**config.mk**
```make
export PLATFORM = sky130hd
export DESIGN_NAME = sram_arbiter
export DESIGN_NICKNAME = d
export VERILOG_FILES = /design/src/rtl/piano_mem_pkg.sv /design/src/rtl/arb_timeout.sv /design/src/rtl/sram_arbiter.sv
export SDC_FILE = /design/constraint.sdc
export NUM_CORES = 1
export LEC_CHECK = 0
export CAP_MARGIN = 10
export CORE_ASPECT_RATIO = 0.9
export CORE_MARGIN = 10
export CORE_UTILIZATION = 43
export CTS_CLUSTER_DIAMETER = 150
export DETAILED_ROUTE_END_ITERATION = 12
export PLACE_DENSITY_LB_ADDON = 0.15
export SLEW_MARGIN = 40
export SYNTH_ARGS = -nofsm -noshare
export SYNTH_HDL_FRONTEND = slang
export SYNTH_SLANG_ARGS = --single-unit
```
**constraint.sdc**
```tcl
create_clock -name CLK -period 2.6 [get_ports CLK]
set_input_delay 0.78 -clock CLK [delete_from_list [all_inputs] [get_ports CLK]]
set_output_delay 0.78 -clock CLK [all_outputs]
set_load 0.03 [all_outputs]
```
**src/rtl/piano_mem_pkg.sv**
```systemverilog
// Shared definitions for the piano memory arbiters (SRAM now, flash later).
package piano_mem_pkg;

  localparam int unsigned ADDR_W_DEF  = 13;
  localparam int unsigned DATA_W_DEF  = 32;
  localparam int unsigned TIMEOUT_DEF = 15;
  localparam int unsigned ST_W        = 2;
  localparam int unsigned WAIT_W      = 8;

  localparam logic [ST_W-1:0] ST_IDLE    = 2'd0;
  localparam logic [ST_W-1:0] ST_BUSY    = 2'd1;
  localparam logic [ST_W-1:0] ST_RELEASE = 2'd2;

  // Round-robin winner index; with both requesting, the one not served last wins.
  function automatic logic rr_pick(input logic req0, input logic req1, input logic last);
    if (req0 && req1) return ~last;
    return req1 && !req0;
  endfunction

endpackage

```
**src/rtl/arb_timeout.sv**
```systemverilog
// Wait counter for the BUSY phase: clears while disabled, counts while enabled.
module arb_timeout import piano_mem_pkg::*; #(
  parameter int unsigned TIMEOUT = TIMEOUT_DEF
) (
  input  logic clk,
  input  logic rst_n,
  input  logic en,
  output logic tc_c
);

  logic [WAIT_W-1:0] cnt_q, cnt_d;

  // Next count: zero outside BUSY so every entry starts from 0.
  always_comb begin
    cnt_d = '0;
    if (en) cnt_d = cnt_q + WAIT_W'(1);
  end

  // Count register.
  always_ff @(posedge clk or negedge rst_n) begin
    if (!rst_n) cnt_q <= '0;
    else        cnt_q <= cnt_d;
  end

  // Terminal count: the edge at the end of this cycle brings the count to TIMEOUT.
  assign tc_c = en && (cnt_q == WAIT_W'(TIMEOUT - 1));

endmodule

```
**src/rtl/sram_arbiter.sv**
```systemverilog
// Two-requester round-robin arbiter in front of SRAMControl.
module sram_arbiter import piano_mem_pkg::*; #(
  parameter int unsigned ADDR_W  = ADDR_W_DEF,
  parameter int unsigned DATA_W  = DATA_W_DEF,
  parameter int unsigned TIMEOUT = TIMEOUT_DEF
) (
  input  logic              CLK,
  input  logic              RST_N,
  input  logic              req0,
  input  logic              req1,
  input  logic              we0,
  input  logic              we1,
  input  logic [ADDR_W-1:0] addr0,
  input  logic [ADDR_W-1:0] addr1,
  input  logic [DATA_W-1:0] wdata0,
  input  logic [DATA_W-1:0] wdata1,
  output logic              gnt0,
  output logic              gnt1,
  output logic              ack0,
  output logic              ack1,
  output logic [DATA_W-1:0] rdata,
  output logic              err,
  output logic [ADDR_W-1:0] mem_address,
  output logic [DATA_W-1:0] mem_dataIn,
  output logic              mem_writeEnable,
  output logic              mem_requestCE,
  input  logic [DATA_W-1:0] mem_dataOut,
  input  logic              mem_CE
);

  logic [ST_W-1:0]   state_q, state_d;
  logic              owner_q, owner_d;
  logic              last_q, last_d;
  logic              gnt0_q, gnt0_d, gnt1_q, gnt1_d;
  logic              ack0_q, ack0_d, ack1_q, ack1_d;
  logic              err_q, err_d;
  logic              rce_q, rce_d;
  logic              we_q, we_d;
  logic [ADDR_W-1:0] addr_q, addr_d;
  logic [DATA_W-1:0] wdata_q, wdata_d;
  logic [DATA_W-1:0] rdata_q, rdata_d;
  logic              win_c;
  logic              tc_c;

  arb_timeout #(.TIMEOUT(TIMEOUT)) u_timeout (
    .clk   (CLK),
    .rst_n (RST_N),
    .en    (state_q == ST_BUSY),
    .tc_c  (tc_c)
  );

  // Next state and registered outputs; the SRAM side only ever sees latched values.
  always_comb begin
    state_d = state_q;
    owner_d = owner_q;
    last_d  = last_q;
    gnt0_d  = gnt0_q;
    gnt1_d  = gnt1_q;
    ack0_d  = 1'b0;
    ack1_d  = 1'b0;
    err_d   = 1'b0;
    rce_d   = rce_q;
    we_d    = we_q;
    addr_d  = addr_q;
    wdata_d = wdata_q;
    rdata_d = rdata_q;
    win_c   = rr_pick(req0, req1, last_q);
    case (state_q)
      ST_IDLE: begin
        if (req0 || req1) begin
          state_d = ST_BUSY;
          owner_d = win_c;
          gnt0_d  = !win_c;
          gnt1_d  = win_c;
          rce_d   = 1'b1;
          we_d    = win_c ? we1 : we0;
          addr_d  = win_c ? addr1 : addr0;
          wdata_d = win_c ? wdata1 : wdata0;
        end
      end
      ST_BUSY: begin
        if (mem_CE || tc_c) begin
          state_d = ST_RELEASE;
          ack0_d  = !owner_q;
          ack1_d  = owner_q;
          err_d   = !mem_CE;
          // A timed-out transaction still counts as served so the other side cannot starve.
          last_d  = owner_q;
          if (mem_CE && !we_q) rdata_d = mem_dataOut;
          gnt0_d  = 1'b0;
          gnt1_d  = 1'b0;
          rce_d   = 1'b0;
          we_d    = 1'b0;
        end
      end
      ST_RELEASE: state_d = ST_IDLE;
      default:    state_d = ST_IDLE;
    endcase
  end

  // State and output registers.
  always_ff @(posedge CLK or negedge RST_N) begin
    if (!RST_N) begin
      state_q <= ST_IDLE;
      owner_q <= 1'b0;
      last_q  <= 1'b1;
      gnt0_q  <= 1'b0;
      gnt1_q  <= 1'b0;
      ack0_q  <= 1'b0;
      ack1_q  <= 1'b0;
      err_q   <= 1'b0;
      rce_q   <= 1'b0;
      we_q    <= 1'b0;
      addr_q  <= '0;
      wdata_q <= '0;
      rdata_q <= '0;
    end else begin
      state_q <= state_d;
      owner_q <= owner_d;
      last_q  <= last_d;
      gnt0_q  <= gnt0_d;
      gnt1_q  <= gnt1_d;
      ack0_q  <= ack0_d;
      ack1_q  <= ack1_d;
      err_q   <= err_d;
      rce_q   <= rce_d;
      we_q    <= we_d;
      addr_q  <= addr_d;
      wdata_q <= wdata_d;
      rdata_q <= rdata_d;
    end
  end

  assign gnt0            = gnt0_q;
  assign gnt1            = gnt1_q;
  assign ack0            = ack0_q;
  assign ack1            = ack1_q;
  assign err             = err_q;
  assign rdata           = rdata_q;
  assign mem_address     = addr_q;
  assign mem_dataIn      = wdata_q;
  assign mem_writeEnable = we_q;
  assign mem_requestCE   = rce_q;

endmodule

```
==> impl_results.rst, run 1 <==
.. list-table::
   :header-rows: 1

   * - Metric
     - Value
   * - Syn_nets
     - 465
   * - Unrepaired setup endpoints after global routing
     - false
   * - Worst-case hold slack
     - 384 ps
   * - CTS HTree Levels
     - 3
   * - Critical Path Fanout Max
     - 3
   * - Wire length of the first global-routing pass
     - 19300 µm
   * - Switching power summed over all nets
     - 3.28 mW
   * - TritonCTS sink count
     - 96
   * - Time the worst path needs with I/O delays and setup
     - 2280 ps
   * - Clock root cell
     - sky130_fd_sc_hd__clkbuf_8
   * - Horizontal die dimension
     - 123 µm
   * - TritonCTS buffer count
     - 9
   * - Die extent in y
     - 112 µm
   * - Hold violation count in the final report
     - 0
   * - Count of warnings emitted by yosys
     - 0
   * - Clock network fraction of design power
     - 0.117
   * - Worst setup path category
     - flop to output port
   * - I/O pin count
     - 213
   * - Clock Skews
     - 17.4 ps
   * - Sequential share of power
     - 0.333
   * - GRT Residual Overflow
     - 0
   * - Count of final setup violators
     - 0
   * - Cell Rows
     - 33
   * - Core Region
     - 9210 µm²
   * - Power per cell area
     - 1170 nW/µm²
   * - Cell family with most CP delay
     - buffers and inverters
   * - Seq cells post-synth
     - 96
   * - Peak ir drop on the vdd network
     - 0.000618 V
   * - Sw frac
     - 0.429
   * - Ant diodes
     - 0
   * - Worst flop-to-flop path startpoint
     - u_timeout.cnt_q[4]$_DFF_PN0_
   * - Number of DRC markers after the initial detailed-route iteration
     - 165
   * - Mapped Area
     - 4090 µm²
   * - Critical path, cell by cell
     - clkdlybuf4s50_1
   * - Area leader, netlist
     - sky130_fd_sc_hd__dfrtp_1
   * - Total met2 wirelength after detailed routing
     - 6410 µm
   * - Outcome
     - completed
   * - Slack of the worst reg-to-reg path
     - 1010 ps
   * - Classification of the worst-slack hold path
     - primary input to asynchronous set/reset pin
   * - Total wire length after detailed routing
     - 12600 µm
   * - Area Overhead vs Synth
     - 59.6%
   * - Hold bufs inserted after CTS
     - 0
   * - Transition time at the pin with the least slew margin
     - 522 ps
   * - Port Buffers
     - 212
   * - Cell variety after synth
     - 34
   * - Setup Buffers After CTS
     - 0
   * - Average size of a mapped cell
     - 12.2 µm²
   * - Routed via count divided by cell count
     - 4.84
   * - Slowest stage cell, crit path
     - sky130_fd_sc_hd__clkdlybuf4s50_1
   * - Share of Yosys cell area claimed by the top area cell type
     - 0.582
   * - Critical path launch point
     - mem_writeEnable$_DFFE_PN0P_
   * - Max stage delay on crit path
     - 720 ps
   * - RD Place Congestion
     - 0.794
   * - Overall routing resource usage
     - 0.177
   * - CTS clk-pin slew, worst paths
     - 100 ps
   * - Final period utilization
     - 0.876
   * - Number of detailed-routing iterations run before antenna repair
     - 4
   * - Total Die Area
     - 13800 µm²
   * - Remaining max-slew budget at the tightest pin
     - 0.652
   * - Detailed-routing wirelength on met1
     - 4920 µm
   * - CP Data Arrival Time
     - 1500 ps
   * - Number of cells on the worst reg-to-reg path
     - 4
   * - Wire length per cell after detailed routing
     - 18.8 µm
   * - Overall Power
     - 7.66 mW
   * - Combined buffer and inverter count along the critical path
     - 1
   * - Number of cells upsized or downsized after cts
     - 0
   * - Number of global-route vias before repair
     - 3503
   * - Fmax achieved
     - 439 MHz
   * - Share of post-route cells with drive strength above 1
     - 0.118
   * - Reg-to-reg endpoint
     - last_q$_DFFE_PN1P_
   * - DR WL met3
     - 1080 µm
   * - CTS tree
     - yes
   * - Gate power share
     - 0.549
   * - Number of pins exceeding their max-slew limit in the final report
     - 0
   * - Count of antenna-violating nets left after detailed routing
     - 0
   * - Clock latency at the later pin of the worst-skew pair
     - 360 ps
   * - Initial core utilization
     - 0.444
   * - Post-placement cell count
     - 655
   * - Category of the worst setup path capture point
     - output port
   * - Post-layout nets
     - 675
   * - Number of standard cells after synthesis
     - 334
   * - Required time of the critical path
     - 1820 ps
   * - Vias
     - 3250
   * - Initial antenna violation count
     - 0
   * - Maxcap violations
     - 0
   * - Final Non-Filler Cells
     - 671
   * - Sum of negative setup slack
     - 0 ps
   * - Largest net degree at the start of global routing
     - 79
   * - Detailed-route DRC error count
     - 0
   * - Buffer depth of the longest clock path
     - 2
   * - Uppermost metal layer occupied by signal nets
     - met4
   * - Detailed-placement wirelength estimate
     - 10100 µm
   * - Area contributors post-synth
     - sky130_fd_sc_hd__dfrtp_1, sky130_fd_sc_hd__mux2i_1, sky130_fd_sc_hd__mux2_2
   * - Pleak
     - 2.79 nW
   * - Sequential cell area fraction in the yosys report
     - 0.588
   * - Internal power
     - 4.38 mW
   * - Sort of element at the start of the critical path
     - flop
==> synthesized netlist by cell type <==
library cell,count
sky130_fd_sc_hd__o21a_1,1
sky130_fd_sc_hd__nand2_1,49
sky130_fd_sc_hd__dfstp_2,1
sky130_fd_sc_hd__nand4_1,2
sky130_fd_sc_hd__nor3b_1,1
sky130_fd_sc_hd__and2_2,2
sky130_fd_sc_hd__buf_4,1
sky130_fd_sc_hd__a21boi_2,1
sky130_fd_sc_hd__and4b_1,1
sky130_fd_sc_hd__o21ai_0,44
sky130_fd_sc_hd__o21ai_1,5
sky130_fd_sc_hd__mux2_2,32
sky130_fd_sc_hd__buf_2,7
sky130_fd_sc_hd__nor2_1,11
sky130_fd_sc_hd__mux2i_1,46
sky130_fd_sc_hd__o21ba_1,1
sky130_fd_sc_hd__dfrtp_1,95
sky130_fd_sc_hd__or3_1,1
sky130_fd_sc_hd__clkbuf_1,4
sky130_fd_sc_hd__and2_4,1
sky130_fd_sc_hd__ha_1,2
sky130_fd_sc_hd__o22ai_1,1
sky130_fd_sc_hd__clkbuf_2,1
sky130_fd_sc_hd__buf_6,7
sky130_fd_sc_hd__mux2_4,1
sky130_fd_sc_hd__a21oi_1,2
sky130_fd_sc_hd__nand2b_4,1
sky130_fd_sc_hd__nor3_1,1
sky130_fd_sc_hd__inv_1,2
sky130_fd_sc_hd__xnor2_1,1
sky130_fd_sc_hd__o31ai_1,1
sky130_fd_sc_hd__nand3_1,3
sky130_fd_sc_hd__xor2_1,4
sky130_fd_sc_hd__nor3b_2,1
==> state kept, by name, summed over array words and instances, names as in the netlist <==
name	count
ack0	1
ack1	1
err	1
gnt0	1
gnt1	1
last_q	1
mem_address	13
mem_dataIn	32
mem_requestCE	1
mem_writeEnable	1
owner_q	1
rdata	32
state_q	2
u_timeout.cnt_q	8
==> stage by stage <==
stage | area [µm²] | worst slack (ps) | utilization
after floorplan | 4090 | 841 | -
after global placement | 6340 | 290 | 0.689
after detailed placement | 6340 | 231 | 0.689
after CTS | 6520 | 295 | 0.708
after global routing | 6520 | 267 | 0.708
final | 6520 | 321 | 0.708
==> worst max path at each step <==
stage	endpoint	slack, ps	cells past startpoint
2_1_floorplan	rdata[10]$_DFFE_PN0P_	840	3
3_3_place_gp	mem_dataIn[20]$_DFFE_PN0P_	290	5
3_5_place_dp	mem_dataIn[22]$_DFFE_PN0P_	230	5
4_1_cts	mem_writeEnable	300	1
5_1_grt	mem_writeEnable	270	1
6_report	mem_writeEnable	320	1
==> routing by layer <==
metal	track usage	vias up
li1	-	1571
met1	0.193	1542
met2	0.314	125
met3	0.0701	12
met4	0.0424	0
met5	0	-
==> placed cells by master (no fill, tap or decap), types with 3 or more instances in the layout <==
cell                                n
sky130_fd_sc_hd__buf_12             4
sky130_fd_sc_hd__buf_4              4
sky130_fd_sc_hd__clkbuf_8           9
sky130_fd_sc_hd__clkdlybuf4s50_1  211
sky130_fd_sc_hd__dfrtp_1           95
sky130_fd_sc_hd__mux2_2            32
sky130_fd_sc_hd__mux2i_1           46
sky130_fd_sc_hd__nand2_1           49
sky130_fd_sc_hd__nand3_1            3
sky130_fd_sc_hd__nor2_1            11
sky130_fd_sc_hd__o21ai_0           43
sky130_fd_sc_hd__o21ai_1            5
sky130_fd_sc_hd__xor2_1             4
==> power groups by stage <==
| stage | Combinational, mW | Sequential (mW) | Clock (mW) |
|---|---|---|---|
| 2_1_floorplan | 1.12 | 3.82 | 0 |
| 5_1_grt | 4.47 | 2.64 | 1.00 |
| 4_1_cts | 4.27 | 2.56 | 0.929 |
| 6_report | 4.21 | 2.55 | 0.900 |
| 3_5_place_dp | 4.26 | 2.59 | 0 |
| 3_3_place_gp | 4.19 | 2.54 | 0 |
==> cell families (layout without fill, tap and decap cells) <==
group | count (synthesis) | in the layout | share of synthesized area
xor gates and xnor gates | 5 | 5 | 0.0107
AOI/OAI and AO/OA | 56 | 56 | 0.0729
DFF | 96 | 96 | 0.588
and+or+nand+nor | 74 | 74 | 0.0811
muxes | 79 | 79 | 0.205
buffers and inverters | 22 | 237 | 0.0364
adders and majority gates | 2 | 2 | 0.00612
==> final cells by class <==
type	count	area, µm²
clock inverters	7	53.8
well taps	122	153
inverters	2	7.51
clock buffers	9	124
flip-flops and latches	96	2400
fillers	699	2690
multi-input cells	216	1560
repair buffers	219	2220
No activity file was read; power rests on OpenSTA's default activity.
==> inputs of run 2 (changes only) <==
SETUP_SLACK_MARGIN = 0.4   (was not set)
SKIP_LAST_GASP = 1   (was not set)
==> run 2 against run 1 <==
Critical path type unchanged. Power is 4.2% lower. Via count grew 0.18%. Critical endpoint is now rdata[14]. Flip-flop and latch count did not move. Final cell count stayed put. Non-clock buffer count unchanged. Die area stayed put.
==> impl_results.rst, run 2 (synthesis gave the netlist of run 1 again) <==
.. list-table::
   :header-rows: 1

   * - Metric
     - Value
   * - Outcome
     - completed
   * - Port Buffers
     - 212 (unchanged)
   * - Total area of multi-input combinational cells
     - 1560 µm² (unchanged)
   * - Area Overhead vs Synth
     - 60.2%
   * - Max stage delay on crit path
     - 670 ps (-50 ps)
   * - Slowest stage cell, crit path
     - sky130_fd_sc_hd__clkdlybuf4s50_1
   * - GRT Residual Overflow
     - 0 (unchanged)
   * - Sw frac
     - 0.445 (+0.0161)
   * - Total wire length after detailed routing
     - 12600 µm (+0.31%)
   * - Stages on worst setup path
     - 1 (unchanged)
   * - Share of post-route cells with drive strength above 1
     - 0.118 (unchanged)
   * - Worst flop-to-flop path startpoint
     - u_timeout.cnt_q[4]$_DFF_PN0_
   * - Cell Rows
     - 33 (unchanged)
   * - Power per cell area
     - 1120 nW/µm² (-4.6%)
   * - Post-layout nets
     - 675 (unchanged)
   * - Most used cells in the layout excluding fill and tap cells
     - sky130_fd_sc_hd__clkdlybuf4s50_1, sky130_fd_sc_hd__dfrtp_1, sky130_fd_sc_hd__nand2_1
   * - Count of final setup violators
     - 0 (unchanged)
   * - Clock network fraction of design power
     - 0.123 (+0.006)
   * - Final period utilization
     - 0.826 (-0.0509)
   * - TritonCTS sink count
     - 96 (unchanged)
   * - Pre-CTS WS
     - 231 ps (unchanged)
   * - Switching power summed over all nets
     - 3.26 mW (-0.62%)
   * - Count of antenna-violating nets left after detailed routing
     - 0 (unchanged)
   * - CTS HTree Levels
     - 3 (unchanged)
   * - Number of global-route vias before repair
     - 3502 (-0.029%)
   * - Peak ir drop on the vdd network
     - 0.000554 V (-10%)
   * - Ant diodes
     - 0 (unchanged)
   * - Hold violation count in the final report
     - 0 (unchanged)
   * - Total Die Area
     - 13800 µm² (unchanged)
   * - Setup Buffers After CTS
     - 0 (unchanged)
   * - Wire length of the first global-routing pass
     - 19200 µm (about the same)
   * - Clock root cell
     - sky130_fd_sc_hd__clkbuf_8
   * - Cell family with most CP delay
     - buffers and inverters
   * - Critical path, cell by cell
     - clkdlybuf4s50_1
   * - Worst setup path category
     - flop to output port
   * - Filler cell count
     - 711 (+1.7%)
   * - CTS tree
     - yes
   * - Core Region
     - 9210 µm² (unchanged)
   * - Setup WS post-layout
     - 454 ps (+132 ps)
   * - Largest net degree at the start of global routing
     - 79 (unchanged)
   * - Number of cells on the worst reg-to-reg path
     - 4 (unchanged)
   * - RD Place Congestion
     - 0.794 (unchanged)
   * - Detailed-route DRC error count
     - 0 (unchanged)
   * - Remaining max-slew budget at the tightest pin
     - 0.652 (about the same)
   * - Horizontal die dimension
     - 123 µm (unchanged)
   * - Number of pins exceeding their max-slew limit in the final report
     - 0 (unchanged)
   * - Sequential share of power
     - 0.344 (+0.011)
   * - Clock Skews
     - 17.9 ps (+0.471 ps)
   * - Sequential standard cell area
     - 2400 µm² (unchanged)
   * - Detailed-placement wirelength estimate
     - 10100 µm (unchanged)
   * - Routed via count divided by cell count
     - 4.85 (+0.18%)
   * - Die extent in y
     - 112 µm (unchanged)
   * - Classification of the worst-slack hold path
     - primary input to asynchronous set/reset pin
   * - CTS clk-pin slew, worst paths
     - 90 ps (about the same)
   * - Required time of the critical path
     - 1820 ps (about the same)
   * - Wire length per cell after detailed routing
     - 18.8 µm (+0.31%)
   * - Clock latency at the later pin of the worst-skew pair
     - 360 ps (about the same)
   * - Sum of negative setup slack
     - 0 ps (unchanged)
   * - Number of detailed-routing iterations run before antenna repair
     - 4 (unchanged)
   * - Vias
     - 3256 (+0.18%)
   * - Transition time at the pin with the least slew margin
     - 522 ps (-0.000834 ps)
   * - Combined buffer and inverter count along the critical path
     - 1 (unchanged)
   * - Sort of element at the start of the critical path
     - flop
   * - Internal power
     - 4.07 mW (-6.9%)
   * - Maxcap violations
     - 0 (unchanged)
   * - Initial core utilization
     - 0.444 (unchanged)
   * - Time the worst path needs with I/O delays and setup
     - 2150 ps (-132 ps)
   * - Category of the worst setup path capture point
     - output port
   * - Critical path launch point
     - rdata[14]$_DFFE_PN0P_
   * - Gate power share
     - 0.533 (-0.016)
   * - Number of DRC markers after the initial detailed-route iteration
     - 192 (+16%)
   * - CP Data Arrival Time
     - 1370 ps (-130 ps)
   * - Buffer depth of the longest clock path
     - 2 (unchanged)
   * - Critical Path Fanout Max
     - 2 (-1)
   * - I/O pin count
     - 213 (unchanged)
   * - TritonCTS buffer count
     - 9 (unchanged)
   * - Unrepaired setup endpoints after global routing
     - false
   * - Overall routing resource usage
     - 0.177 (about the same)
   * - Pleak
     - 3.26 nW (+17%)
   * - Initial antenna violation count
     - 0 (unchanged)
   * - Leading cell type in the layout, fill and taps excluded
     - sky130_fd_sc_hd__clkdlybuf4s50_1
   * - Fmax achieved
     - 466 MHz (+6.2%)
run 2: cell count changes in the layout (fill, tap and decap cells not counted), sizes merged:
| cell | delta |
|---|---|
| clkdlybuf4s50 | -82 |
| dlygate4sd2 | +48 |
| dlymetal6s2s | +34 |
run 2: area by class of cell:
cell class                 instances  share of cell area
clock buffer                       9              0.0189
clock inverter                     7             0.00822
inverter                           2             0.00115
multi-input combinational        216               0.238
sequential                        96               0.367
tap                              122              0.0233
timing repair buffer             219               0.343
run 2: final timing paths:
kind / to / slack [ps]
max reg2reg: last_q$_DFFE_PN1P_ / 1010
min: mem_address[0]$_DFFE_PN0P_ / 380
min in group CLK: mem_dataIn[18]$_DFFE_PN0P_ / 480
max: rdata[14] / 450
min reg2reg: mem_dataIn[18]$_DFFE_PN0P_ / 480
max in group asynchronous: rdata[16]$_DFFE_PN0P_ / 1580
run 2: per-layer routing:
metal,global-route usage,up-vias,part of all wire
met1,0.193,1542,0.39
met4,0.0424,0,0.018
met2,0.314,129,0.51
met3,0.0711,14,0.088
met5,0,-,0
li1,-,1571,-
run 2: power groups by stage:
stage	logic (mW)	registers, mW	clock network (mW)
floorplan	1.12	3.82	0
global placement	4.19	2.54	0
detailed placement	4.26	2.59	0
CTS	4.01	2.54	0.929
global route	4.18	2.61	1.00
finish	3.91	2.52	0.899
run 2: per-stage QoR:
stage	instances	util	total power [mW]	hold slack, ps	area (µm²)
after floorplan	334	-	4.93	484	4090
after global placement	655	0.689	6.73	460	6340
after detailed placement	655	0.689	6.85	469	6340
after CTS	671	0.702	7.48	390	6460
after global routing	671	0.711	7.80	394	6550
final	671	0.711	7.33	385	6550
run 2: repair_timing:
action / in CTS / in global routing
hold endpoints to repair: 0 / 0
gates resized for setup: 48 / 34
hold buffers: 0 / 0
pin swaps: 0 / 0
endpoints found under the setup margin: 48 / 34
